`config.mk`:
```
export PLATFORM = sky130hd
export DESIGN_NAME = packet_gen_axis
export DESIGN_NICKNAME = d
export VERILOG_FILES = /design/src/rtl/packet_gen_axis.sv
export SDC_FILE = /design/constraint.sdc
export NUM_CORES = 1
export LEC_CHECK = 0
export ABC_AREA = 1
export BUFFER_PORTS_ARGS = -buffer_cell sky130_fd_sc_hd__buf_2
export CORE_UTILIZATION = 43
export CTS_BUF_LIST = sky130_fd_sc_hd__clkbuf_8
export CTS_CLUSTER_DIAMETER = 150
export DETAILED_ROUTE_END_ITERATION = 8
export MAX_ROUTING_LAYER = met4
export SYNTH_ARGS = -nofsm -noshare
export SYNTH_HDL_FRONTEND = slang
export SYNTH_SLANG_ARGS = --single-unit
```
`constraint.sdc`:
```
create_clock -name clk -period 24.2 [get_ports clk]
set_input_delay 4.84 -clock clk [delete_from_list [all_inputs] [get_ports clk]]
set_output_delay 4.84 -clock clk [all_outputs]
set_load 0.05 [all_outputs]
```
`src/rtl/packet_gen_axis.sv`:
```
// packet_gen_axis
//   AXI-Stream Ethernet frame generator. Pops frame commands from a
//   first-word-fall-through command FIFO and emits each frame as a 14-byte
//   header {ethertype, s_mac, d_mac} (d_mac[7:0] first) followed by a payload
//   that is either a constant fill or an incrementing byte sequence.
//   Bytes are packed little-endian into DATA_WIDTH-bit beats. The last beat
//   carries a partial tkeep, and bytes outside tkeep are driven to zero.
//
// Parameters
//   DATA_WIDTH  stream width in bits (64, 128, 256, 512)
//   IFG_CYCLES  tvalid-low cycles between frames when commands are waiting (0-15)
//   MIN_SIZE    minimum frame length in bytes (>= 14)
//
// Ports
//   clk, rst             clock, asynchronous active-high reset
//   fifo_rd_valid        command FIFO head valid (FWFT)
//   fifo_rd_enable       pop request; a command is consumed when valid && enable
//   size .. payload_mode command fields at the FIFO head
//   axis_t*              AXI-Stream master (registered)
//   frame_count          completed frames, wraps at 2^32
//   busy                 high whenever the generator is not idle
module packet_gen_axis #(
   parameter int DATA_WIDTH = 64,
   parameter int IFG_CYCLES = 0,
   parameter int MIN_SIZE   = 14
) (
   input  logic                    clk,
   input  logic                    rst,
   input  logic                    fifo_rd_valid,
   output logic                    fifo_rd_enable,
   input  logic [10:0]             size,
   input  logic [47:0]             d_mac,
   input  logic [47:0]             s_mac,
   input  logic [15:0]             ethertype,
   input  logic [7:0]              payload,
   input  logic                    payload_mode,
   output logic [DATA_WIDTH-1:0]   axis_tdata,
   output logic [DATA_WIDTH/8-1:0] axis_tkeep,
   output logic                    axis_tvalid,
   input  logic                    axis_tready,
   output logic                    axis_tlast,
   output logic [31:0]             frame_count,
   output logic                    busy
);

   localparam int          N        = DATA_WIDTH / 8;
   localparam logic [11:0] STEP     = 12'(N);
   localparam logic [10:0] MIN_LEN  = 11'(MIN_SIZE);
   localparam bit          ZERO_GAP = (IFG_CYCLES == 0);
   localparam bit          USE_GAP  = (IFG_CYCLES >= 2);
   // The IDLE cycle in which the next command is popped is itself one of the
   // inter-frame cycles, so GAP only has to cover the remaining IFG_CYCLES-1.
   localparam logic [3:0]  GAP_LOAD = 4'((IFG_CYCLES >= 2) ? IFG_CYCLES - 2 : 0);

   typedef enum logic [1:0] {IDLE, SEND, GAP} state_t;

   typedef struct packed {
      logic [10:0]  len;    // already raised to MIN_LEN
      logic [111:0] hdr;    // {ethertype, s_mac, d_mac}, byte 0 in [7:0]
      logic [7:0]   seed;
      logic         mode;
   } cmd_t;

   typedef struct packed {
      logic [DATA_WIDTH-1:0] data;
      logic [N-1:0]          keep;
      logic                  last;
   } beat_t;

   state_t      state;
   cmd_t        cmd_q;
   cmd_t        cmd_in;
   logic [11:0] byte_offset;   // first frame byte of the beat on the bus
   logic [11:0] next_offset;
   logic [3:0]  gap_cnt;
   beat_t       first_beat;
   beat_t       next_beat;
   logic        pop;

   // Builds the beat starting at frame byte 'off'. 12-bit offsets cannot
   // overflow for frames up to 2047 bytes plus one beat of lookahead.
   function automatic beat_t build_beat(input cmd_t c, input logic [11:0] off);
      beat_t       r;
      logic [11:0] k;
      logic [7:0]  b;
      r = '0;
      for (int j = 0; j < N; j++) begin
         k = off + 12'(j);
         b = 8'h00;
         if (k < {1'b0, c.len}) begin
            if (k < 12'd14)
               b = 8'(c.hdr >> {k[3:0], 3'b000});
            else if (c.mode)
               b = c.seed + k[7:0] - 8'd14;
            else
               b = c.seed;
            r.data[8*j +: 8] = b;
            r.keep[j]        = 1'b1;
         end
      end
      r.last = (off + STEP) >= {1'b0, c.len};
      return r;
   endfunction

   // NOTE: every always_comb target gets a value on every path, so no latch is inferred.
   always_comb begin
      cmd_in.len  = (size < MIN_LEN) ? MIN_LEN : size;
      cmd_in.hdr  = {ethertype, s_mac, d_mac};
      cmd_in.seed = payload;
      cmd_in.mode = payload_mode;
      next_offset = byte_offset + STEP;
      first_beat  = build_beat(cmd_in, 12'd0);
      next_beat   = build_beat(cmd_q, next_offset);
   end

   // With no gap the next command may be popped while the last beat handshakes,
   // so frames run back to back without a bubble.
   assign fifo_rd_enable = !rst && ((state == IDLE) ||
                                    (ZERO_GAP && state == SEND && axis_tvalid &&
                                     axis_tready && axis_tlast));
   assign pop  = fifo_rd_valid && fifo_rd_enable;
   assign busy = (state != IDLE);

   // NOTE: sequential state uses non-blocking assignments so every register samples pre-edge values.
   always_ff @(posedge clk or posedge rst) begin
      if (rst) begin
         state       <= IDLE;
         cmd_q       <= '0;
         byte_offset <= '0;
         gap_cnt     <= '0;
         axis_tvalid <= 1'b0;
         axis_tlast  <= 1'b0;
         axis_tdata  <= '0;
         axis_tkeep  <= '0;
         frame_count <= '0;
      end else begin
         case (state)
            IDLE: begin
               if (pop) begin
                  cmd_q                               <= cmd_in;
                  byte_offset                         <= '0;
                  {axis_tdata, axis_tkeep, axis_tlast} <= first_beat;
                  axis_tvalid                         <= 1'b1;
                  state                               <= SEND;
               end
            end
            SEND: begin
               // tvalid is always high in SEND; a stall simply holds every output.
               if (axis_tready) begin
                  if (axis_tlast) begin
                     frame_count <= frame_count + 32'd1;
                     if (pop) begin
                        cmd_q                               <= cmd_in;
                        byte_offset                         <= '0;
                        {axis_tdata, axis_tkeep, axis_tlast} <= first_beat;
                     end else begin
                        axis_tvalid <= 1'b0;
                        axis_tlast  <= 1'b0;
                        axis_tdata  <= '0;
                        axis_tkeep  <= '0;
                        if (USE_GAP) begin
                           gap_cnt <= GAP_LOAD;
                           state   <= GAP;
                        end else begin
                           state <= IDLE;
                        end
                     end
                  end else begin
                     byte_offset                         <= next_offset;
                     {axis_tdata, axis_tkeep, axis_tlast} <= next_beat;
                  end
               end
            end
            GAP: begin
               if (gap_cnt == 4'd0)
                  state <= IDLE;
               else
                  gap_cnt <= gap_cnt - 4'd1;
            end
            default: state <= IDLE;
         endcase
      end
   end

endmodule

```
==> Word level (Yosys, flattened, before mapping) <==
Index checks and enable logic that the tools add are counted.
{ "classes": {"addsub": 27, "multipliers": 0, "n_div": 0, "order_cmp": 27, "eq_ne": 7, "n_shift": 8, "n_mux": 83, "bitwise_logic": 1, "reduce_logical": 18} }
{ "op_table": {"columns": ["cell", "n"], "rows": [
  [">> shifter 112 x 7 -> 8 bit", 8],
  ["2-to-1 mux 132 bit", 3],
  ["2-to-1 mux 8 bit", 36],
  ["one-hot mux 132 bit (2 select lines)", 1],
  ["2-to-1 mux 64 bit", 4],
  ["one-hot mux 64 bit (2 select lines)", 1],
  ["less-than comparator 12 x 11 -> 1 bit", 8],
  ["less-than comparator 12 x 4 -> 1 bit, second input constant", 8],
  ["adder 8 bit", 8],
  ["subtractor 8 x 4 -> 8 bit, second input constant", 8],
  ["adder 12 x 3 -> 12 bit, second input constant", 4],
  ["less-than comparator 3 x 11 -> 1 bit, first input constant", 4],
  ["2-to-1 mux 12 bit", 3],
  ["adder 32 x 1 -> 32 bit, second input constant", 1],
  ["adder 12 x 2 -> 12 bit, second input constant", 2],
  ["adder 12 x 4 -> 12 bit, second input constant", 2],
  ["2-to-1 mux 1 bit", 24],
  ["one-hot mux 12 bit (2 select lines)", 1],
  ["less-than comparator 1 x 11 -> 1 bit, first input constant", 2],
  ["less-than comparator 2 x 11 -> 1 bit, first input constant", 2],
  ["one-hot mux 8 bit (2 select lines)", 1],
  ["adder 12 x 1 -> 12 bit, second input constant", 1],
  [">= comparator 12 x 11 -> 1 bit", 1],
  [">= comparator 4 x 11 -> 1 bit, first input constant", 1],
  ["19 further kinds", 37]
]} }
{ "totals": {"regBits": 256, "latch_bits": 0, "ramBits": 0, "mem_bits_ro": 0, "input_bits": 136, "output_inout_bits": 108, "word_cells": 183, "n_memories": 0} }

==> Logic depth before layout (Yosys ltp) <==
Gate-level depths: netlist of run 1.
{ "logic_depth": {"word_depth": 11, "ltp_mapped": 29} }

==> Worst setup path before layout of run 1 <==
OpenSTA, ideal clock, no wires.
{ "synth_timing": {"path_kind": "input to output", "startpoint": "input axis_tready", "endpoint": "output fifo_rd_enable", "arrival_time_ns": 6.011, "t_required_ns": 19.360, "slack_ns": 13.349, "path_stages": 2, "n_path_buf": 0, "path_cell_list": "nor2_1 nor3_1"} }
{ "synth_via": {"elab_chain_len": 4} }
{ "synth_lines": {"columns": ["element", "line_no", "source"], "rows": [
  ["from (decl)", "40", "input logic axis_tready,"],
  ["logical AND 1 bit", "119", "(ZERO_GAP && state == SEND && axis_tvalid &&"],
  ["logical AND 1 bit", "120", "axis_tready && axis_tlast));"],
  ["logical OR 1 bit", "118", "assign fifo_rd_enable = !rst && ((state == IDLE) ||"],
  ["logical AND 1 bit", "118", null],
  ["to (decl)", "30", "output logic fifo_rd_enable,"]
]} }
Every way passes these cells.

==> Worst setup path after layout of run 1 <==
Same ends and word-level chain as after synthesis.

==> flow_metrics.py, run 1 <==
metrics = {
    "floorplan": {
        "core-area_mm2": 0.0528,
        "start_util_pct": 43.6,
        "num_ports": 244,
        "vertical_extent_of_the_die_um": 233,
        "fp-row-count": 84,
        "die_w_um": 233,
        "design.die.area_mm2": 0.0545,
    },
    "detailed_routing": {
        "antenna_violating_nets_post_route": 0,
        "routed-via-count": 24800,
        "drt_wl_total_mm": 98.5,
        "drc_errors": 0,
        "drt_pass1_iterations": 6,
        "route.detailed.wl_per_inst_um": 22.2,
        "vias_per_cell": 5.60,
        "initialDrtViolationCount": 2591,
    },
    "clock_tree": {
        "postCtsResizedCells": 0,
        "clock_tree_root_driver_cell": "sky130_fd_sc_hd__clkbuf_8",
        "cts.hold.buffers_added": 0,
        "h-tree-depth": 2,
        "numClockSinks": 250,
        "clkSlewWorstSetupHoldPaths_ps": 60,
        "clkLatencyLatePin_ps": 650,
        "cts_buffer_depth": 3,
        "clock_tree_from_tritoncts": "built",
        "numCtsBuffers": 47,
        "cts.repair_timing.setup_buffer_count": 0,
    },
    "synthesis": {
        "ys_types": 51,
        "synth-warning-count": 0,
        "synth-seq-area-share_pct": 27.2,
        "synth_area_per_cell_um2": 6.47,
        "postSynthRegisterBits": 250,
        "mappedNetlistNets": 3892,
        "syn_area_mm2": 0.0230,
        "syn-instance-count": 3559,
    },
    "power_and_ir_drop": {
        "internal_power_w": 0.00177,
        "p_leak_nw": 13.0,
        "combPwrFrac_pct": 73.1,
        "ir_worst_vdd_uv": 101,
        "fraction_of_power_spent_switching_nets_pct": 59.3,
        "p_per_area_mw_per_mm2": 170,
        "power.switching_w": 0.00259,
        "sequentialPowerShare_pct": 16.6,
        "power.share.clock_pct": 10.3,
    },
    "setup_path": {
        "worst_setup_path_endpoint": "fifo_rd_enable",
        "critPathSlowestCell": "sky130_fd_sc_hd__buf_2",
        "critical-path-top-delay-family": "buffers and inverters",
        "r2r_start": "byte_offset[1]",
        "timing.critical_path.from_type": "input port",
        "timing.reg2reg.worst_path_depth": 17,
        "arrival_ps": 5600,
        "timing.critical_path.cells": "buf_2 > nor2_1 > nor3_1 > buf_2",
        "timing.critical_path.mode_cell": "sky130_fd_sc_hd__buf_2",
        "path_max_fanout": 3,
        "r2r_end": "axis_tdata[50]",
        "end_kind": "primary output",
        "critical-path-max-stage-delay_ps": 320,
        "worstSetupPathDepth": 4,
        "worst-endpoint-required_ps": 19360,
        "cp_num_buf_inv": 2,
        "setup.reg_to_reg.worst_slack_ps": 18370,
        "critPathKind": "input port to primary output",
        "critical_path.startpoint": "axis_tready",
    },
    "cells_and_area": {
        "flow.area_growth_from_synthesis_pct": 11.4,
        "layout_commonest_cell": "sky130_fd_sc_hd__nand2_1",
        "layout_common_cells": "sky130_fd_sc_hd__nand2_1 (1148), sky130_fd_sc_hd__o21ai_0 (421), sky130_fd_sc_hd__inv_1 (343)",
        "stdcell_area_mm2": 0.0256,
        "layout-drive-gt1-share_pct": 11.4,
        "final_nets": 4044,
    },
    "global_route": {
        "first_global_vias": 22600,
        "track_usage_pct": 37.0,
        "grt_start_max_net_pins": 124,
        "overflow": 0,
        "grt_antenna_before_repair": 2,
        "wire_length_of_the_first_global_routing_pass_mm": 144,
    },
    "place": {
        "gp_routability_congestion": 1.04,
        "post-dp-hpwl_mm": 75.3,
        "port_buffers": 243,
        "placed_cell_area_mm2": 0.0247,
    },
    "sta": {
        "final.setup_skew_ps": 22.4,
        "maxSlewHeadroom_pct": 26.0,
        "report.final.slew_viol_count": 0,
        "post-route-min-period_ps": 10440,
        "finalHoldViolCount": 0,
        "grt_setup_unrepaired": "no",
        "tightest_pin_transition_ps": 1100,
        "min_period_over_period_pct": 43.2,
        "fmax_mhz": 95.8,
        "setup_viol_count_final": 0,
        "totalNegativeSetupSlack_ps": 0,
    },
    "run_status": {
        "outcome": "finished clean",
    },
    "run": {
        "cap_viol_max_count": 0,
    },
    "min_path": {
        "min-delay-path-class": "flip-flop to flip-flop",
    },
}
## layer usage
metal	part of all wire (%)	wire, µm	track usage, %	vias to the layer above
met5	0	0	-	-
met1	42	41200	46.9	11600
met3	6.7	6590	4.91	215
met2	46	45200	57.9	1008
li1	-	-	-	12000
met4	5.6	5470	18.3	0
## registers in the layout, indices dropped and copies added, names as in the netlist
name / cells
cmd_q: 132
axis_tdata: 64
frame_count: 32
byte_offset: 12
axis_tkeep: 8
axis_tlast: 1
axis_tvalid: 1
## per-stage QoR
stage	worst slack, ps	total power, W	instances	hold slack (ps)	util, %
final	13760	0.00436	4433	479	48.6
after global routing	13690	0.00471	4432	493	48.6
after CTS	13750	0.00431	4431	473	48.6
after detailed placement	13750	0.00385	4350	460	46.7
after global placement	13750	0.00382	4350	463	46.7
after floorplan	12490	0.00283	3559	453	-
## synthesized netlist by cell type, drive strengths merged
master / instances / area [µm²]
a22oi: 14 / 105
a211oi: 8 / 60.1
xor2: 44 / 393
o21bai: 6 / 45.0
nand2: 1166 / 4420
dfrtp: 250 / 6260
xnor2: 27 / 236
nand3b: 4 / 30.0
clkinv: 8 / 31.3
o22a: 6 / 52.6
o22ai: 6 / 37.5
fa: 8 / 160
a31o: 1 / 8.76
o211ai: 25 / 188
nor2: 241 / 1040
or2: 10 / 62.6
a21boi: 3 / 22.5
o31ai: 1 / 7.51
ha: 189 / 2360
nor3b: 1 / 7.51
o21ai: 428 / 2140
o32ai: 7 / 61.3
a21oi: 248 / 1260
and2: 3 / 18.8
nand4: 66 / 413
clkbuf: 118 / 443
a31oi: 5 / 31.3
nor3: 11 / 60.1
a21o: 5 / 37.5
a311oi: 1 / 8.76
buf: 52 / 267
mux2i: 27 / 270
nor4: 8 / 50.1
inv: 342 / 1280
nand3: 220 / 1150
## kinds of logic after synthesis
family,synth area share (%)
simple gates,31.5
compound gates,17.7
buf+inv,8.79
flops,27.2
fa+ha+maj,11.0
xor+xnor,2.73
mux,1.17
## power by group through the flow
stage / Combinational [W] / Sequential [W] / Clock [W]
after floorplan: 0.00190 / 0.000929 / 0
after global placement: 0.00309 / 0.000731 / 0
after detailed placement: 0.00312 / 0.000729 / 0
after CTS: 0.00313 / 0.000726 / 0.000457
after global routing: 0.00350 / 0.000748 / 0.000471
final: 0.00319 / 0.000726 / 0.000449
## worst min path at each step
| stage | startpoint | end | slack (ps) | cells past startpoint |
|---|---|---|---|---|
| 2_1_floorplan | cmd_q[125] | cmd_q[125] | 450 | 2 |
| 3_3_place_gp | frame_count[31] | frame_count[31] | 460 | 1 |
| 3_5_place_dp | frame_count[31] | frame_count[31] | 460 | 1 |
| 4_1_cts | frame_count[31] | frame_count[31] | 470 | 1 |
| 5_1_grt | frame_count[31] | frame_count[31] | 490 | 1 |
| 6_report | frame_count[31] | frame_count[31] | 480 | 1 |
## cell type report
type	count	area, µm²
Antenna cell	2	5.00
Multi-Input combinational cell	2789	14800
Timing Repair Buffer	273	1440
Fill cell	5614	27100
Tap cell	688	861
Clock inverter	29	264
Inverter	350	1330
Sequential cell	250	6260
Clock buffer	52	716
## worst reg2reg max path, cell delays in order (launching register included)
cell and delay (ps):
sky130_fd_sc_hd__dfrtp_2 740, sky130_fd_sc_hd__clkinv_1 140, sky130_fd_sc_hd__buf_4 380, sky130_fd_sc_hd__ha_1 400, sky130_fd_sc_hd__buf_4 330, sky130_fd_sc_hd__clkinv_1 850
sky130_fd_sc_hd__ha_1 640, sky130_fd_sc_hd__nand3_1 90, sky130_fd_sc_hd__nand2_1 60, sky130_fd_sc_hd__nand4_1 80, sky130_fd_sc_hd__nand2_1 50, sky130_fd_sc_hd__nand3_1 60
sky130_fd_sc_hd__nand2_1 110, sky130_fd_sc_hd__a21oi_2 850, sky130_fd_sc_hd__nand3_1 570, sky130_fd_sc_hd__nand2_1 190, sky130_fd_sc_hd__nand2_1 70, sky130_fd_sc_hd__a21oi_1 140
Note: power is estimated with default switching activity, not from simulation.
==> run 2: changes to the inputs <==
clock period = 9.4 ns   (was 24.2 ns; I/O delays follow)
==> run 2 against run 1 <==
  * Core utilization fell by 0.18 points
  * Sequential share of layout area rose by 0.088 points
  * Combinational power rose to 2.6 times the previous value
  * Global-route usage up 0.53 points
  * Worst hold slack got worse by 7.0 ps
  * Register-to-register slack worse by 15000 ps
  * Total power increased to 2.6 times the previous value
  * Non-clock buffer count is 2 lower
  * Critical path type is now flip-flop to flip-flop
==> flow_metrics.py, run 2 (synthesis gave the netlist of run 1 again) <==
metrics = {
    "run_status": {
        "outcome": "finished clean",
    },
    "clock_tree": {
        "clock_tree_root_driver_cell": "sky130_fd_sc_hd__clkbuf_8",
        "cts.hold.buffers_added": 0,
        "clock_tree_from_tritoncts": "built",
        "clkSlewWorstSetupHoldPaths_ps": 70,
        "h-tree-depth": 2,
        "cts.repair_timing.setup_buffer_count": 0,
        "postCtsResizedCells": 0,
        "numCtsBuffers": 46,
        "cts_buffer_depth": 3,
        "clkLatencyLatePin_ps": 670,
        "numClockSinks": 250,
    },
    "min_path": {
        "min-delay-path-class": "flip-flop to flip-flop",
    },
    "power_and_ir_drop": {
        "p_leak_nw": 12.9,
        "ir_worst_vdd_uv": 247,
        "p_per_area_mw_per_mm2": 440,
    },
    "floorplan": {
        "fp-row-count": 84,
        "vertical_extent_of_the_die_um": 233,
        "core-area_mm2": 0.0528,
        "start_util_pct": 43.6,
        "design.die.area_mm2": 0.0545,
        "die_w_um": 233,
        "num_ports": 244,
    },
    "detailed_routing": {
        "route.detailed.wl_per_inst_um": 22.6,
        "antenna_violating_nets_post_route": 0,
        "vias_per_cell": 5.65,
        "drc_errors": 0,
        "drt_pass1_iterations": 6,
        "initialDrtViolationCount": 2709,
        "routed-via-count": 25000,
        "drt_wl_total_mm": 100,
    },
    "sta": {
        "finalHoldViolCount": 0,
        "final.setup_skew_ps": 51.8,
        "fmax_mhz": 169,
        "tightest_pin_transition_ps": 1140,
        "timing.final.ws_setup_ps": 3470,
        "min_period_over_period_pct": 63.1,
        "grt_setup_unrepaired": "no",
        "report.final.slew_viol_count": 0,
        "post-route-min-period_ps": 5930,
        "maxSlewHeadroom_pct": 23.1,
        "totalNegativeSetupSlack_ps": 0,
        "setup_viol_count_final": 0,
    },
    "place": {
        "gp_routability_congestion": 1.10,
        "post-dp-hpwl_mm": 76.2,
        "place_worst_setup_slack_ps": 3500,
        "port_buffers": 243,
    },
    "cells_and_area": {
        "layout-drive-gt1-share_pct": 11.5,
        "final_nets": 4041,
        "filler_cell_count": 5663,
        "largest-register": "cmd_q",
        "final-seq-area_mm2": 0.00626,
        "flow.area_growth_from_synthesis_pct": 11.0,
        "layout.core_utilization_pct": 48.4,
        "reg.largest.list": "cmd_q x132, axis_tdata x64, frame_count x32",
        "layout_commonest_cell": "sky130_fd_sc_hd__nand2_1",
        "layout_common_cells": "sky130_fd_sc_hd__nand2_1 (1148), sky130_fd_sc_hd__o21ai_0 (421), sky130_fd_sc_hd__inv_1 (336)",
        "multi_input_comb_area_mm2": 0.0148,
        "max_reg_flops": 132,
    },
    "setup_path": {
        "critical-path-max-stage-delay_ps": 970,
        "critPathSlowestCell": "sky130_fd_sc_hd__ha_1",
        "end_kind": "flip-flop",
        "arrival_ps": 6510,
        "cp_num_buf_inv": 4,
        "critical_path.startpoint": "byte_offset[1]",
        "timing.critical_path.cells": "buf_4 > clkinv_1 > buf_4 > ha_1 > clkinv_1 > ha_1 > nand3_1 > nand2_1 > nand4_1 > nand2_1 > nand3_1 > nand2_1 > a21oi_2 > nand3_1 > nand2_1 > nand2_1 > a21oi_1",
        "timing.reg2reg.worst_path_depth": 17,
        "timing.critical_path.mode_cell": "sky130_fd_sc_hd__nand2_1",
        "critPathKind": "flip-flop to flip-flop",
        "worst-endpoint-required_ps": 9980,
        "r2r_end": "axis_tdata[50]",
        "setup.reg_to_reg.worst_slack_ps": 3470,
        "worstSetupPathDepth": 17,
        "worst_setup_path_endpoint": "axis_tdata[50]",
        "r2r_start": "byte_offset[1]",
        "critical-path-top-delay-family": "buffers and inverters",
        "path_max_fanout": 70,
        "timing.critical_path.from_type": "flip-flop",
    },
    "global_route": {
        "grt_antenna_before_repair": 2,
        "wire_length_of_the_first_global_routing_pass_mm": 148,
        "grt_start_max_net_pins": 136,
        "first_global_vias": 23100,
        "track_usage_pct": 37.5,
        "overflow": 0,
    },
    "run": {
        "cap_viol_max_count": 0,
    },
}
run 2: cell count changes in the layout (fill, tap and decap cells not counted), sizes merged:
cell,before,now
buf,273,271
bufinv,5,0
clkbuf,52,54
clkinv,12,21
clkinvlp,1,2
inv,361,354
run 2: metrics by stage:
step,cells,total power [W],cell area (µm²),hold WS [ps]
after detailed placement,4348,0.00996,24700,457
final,4431,0.0112,25600,472
after global placement,4348,0.00996,24700,459
after global routing,4431,0.0121,25600,495
after floorplan,3559,0.00730,23000,453
after CTS,4429,0.0111,25500,470
run 2: worst min-delay path by stage:
stage                          from         endpoint  slack, ps  cells after the start
finish              frame_count[31]  frame_count[31]        470                      1
global route        frame_count[31]  frame_count[31]        500                      1
detailed placement  frame_count[31]  frame_count[31]        460                      1
global placement    frame_count[31]  frame_count[31]        460                      1
floorplan                cmd_q[125]       cmd_q[125]        450                      2
CTS                 frame_count[31]  frame_count[31]        470                      1
run 2: per-layer routing:
metal  vias to the layer above  GRT usage (%)  share of wire, %
met1                     11700           47.4                41
met2                      1077           56.3                44
met5                         -              -                 0
li1                      12000              -                 -
met3                       251           6.05               7.8
met4                         0           22.5               6.9
run 2: layout make-up:
cell class                 instances  share of cell area (%)
tap                              688                    3.37
clock buffer                      54                    2.91
clock inverter                    27                   0.573
inverter                         350                    5.19
antenna                            2                  0.0196
timing repair buffer             271                    5.63
multi-input combinational       2789                    57.8
sequential                       250                    24.5
run 2: power by group:
part	internal [W]	total (W)	switching (W)
Sequential	0.00156	0.00190	0.000342
Clock	0.000527	0.00106	0.000530
Combinational	0.00238	0.00828	0.00590
Total	0.00447	0.0112	0.00677
run 2: worst reg2reg max path, cell delays in order, from the launching register on:
cell and delay [ps]:
sky130_fd_sc_hd__dfrtp_2 340, sky130_fd_sc_hd__buf_4 580, sky130_fd_sc_hd__clkinv_1 150, sky130_fd_sc_hd__buf_4 330, sky130_fd_sc_hd__ha_1 980, sky130_fd_sc_hd__clkinv_1 930, sky130_fd_sc_hd__ha_1 580, sky130_fd_sc_hd__nand3_1 80
sky130_fd_sc_hd__nand2_1 110, sky130_fd_sc_hd__nand4_1 90, sky130_fd_sc_hd__nand2_1 50, sky130_fd_sc_hd__nand3_1 70, sky130_fd_sc_hd__nand2_1 70, sky130_fd_sc_hd__a21oi_2 820, sky130_fd_sc_hd__nand3_1 360, sky130_fd_sc_hd__nand2_1 140
sky130_fd_sc_hd__nand2_1 50, sky130_fd_sc_hd__a21oi_1 150
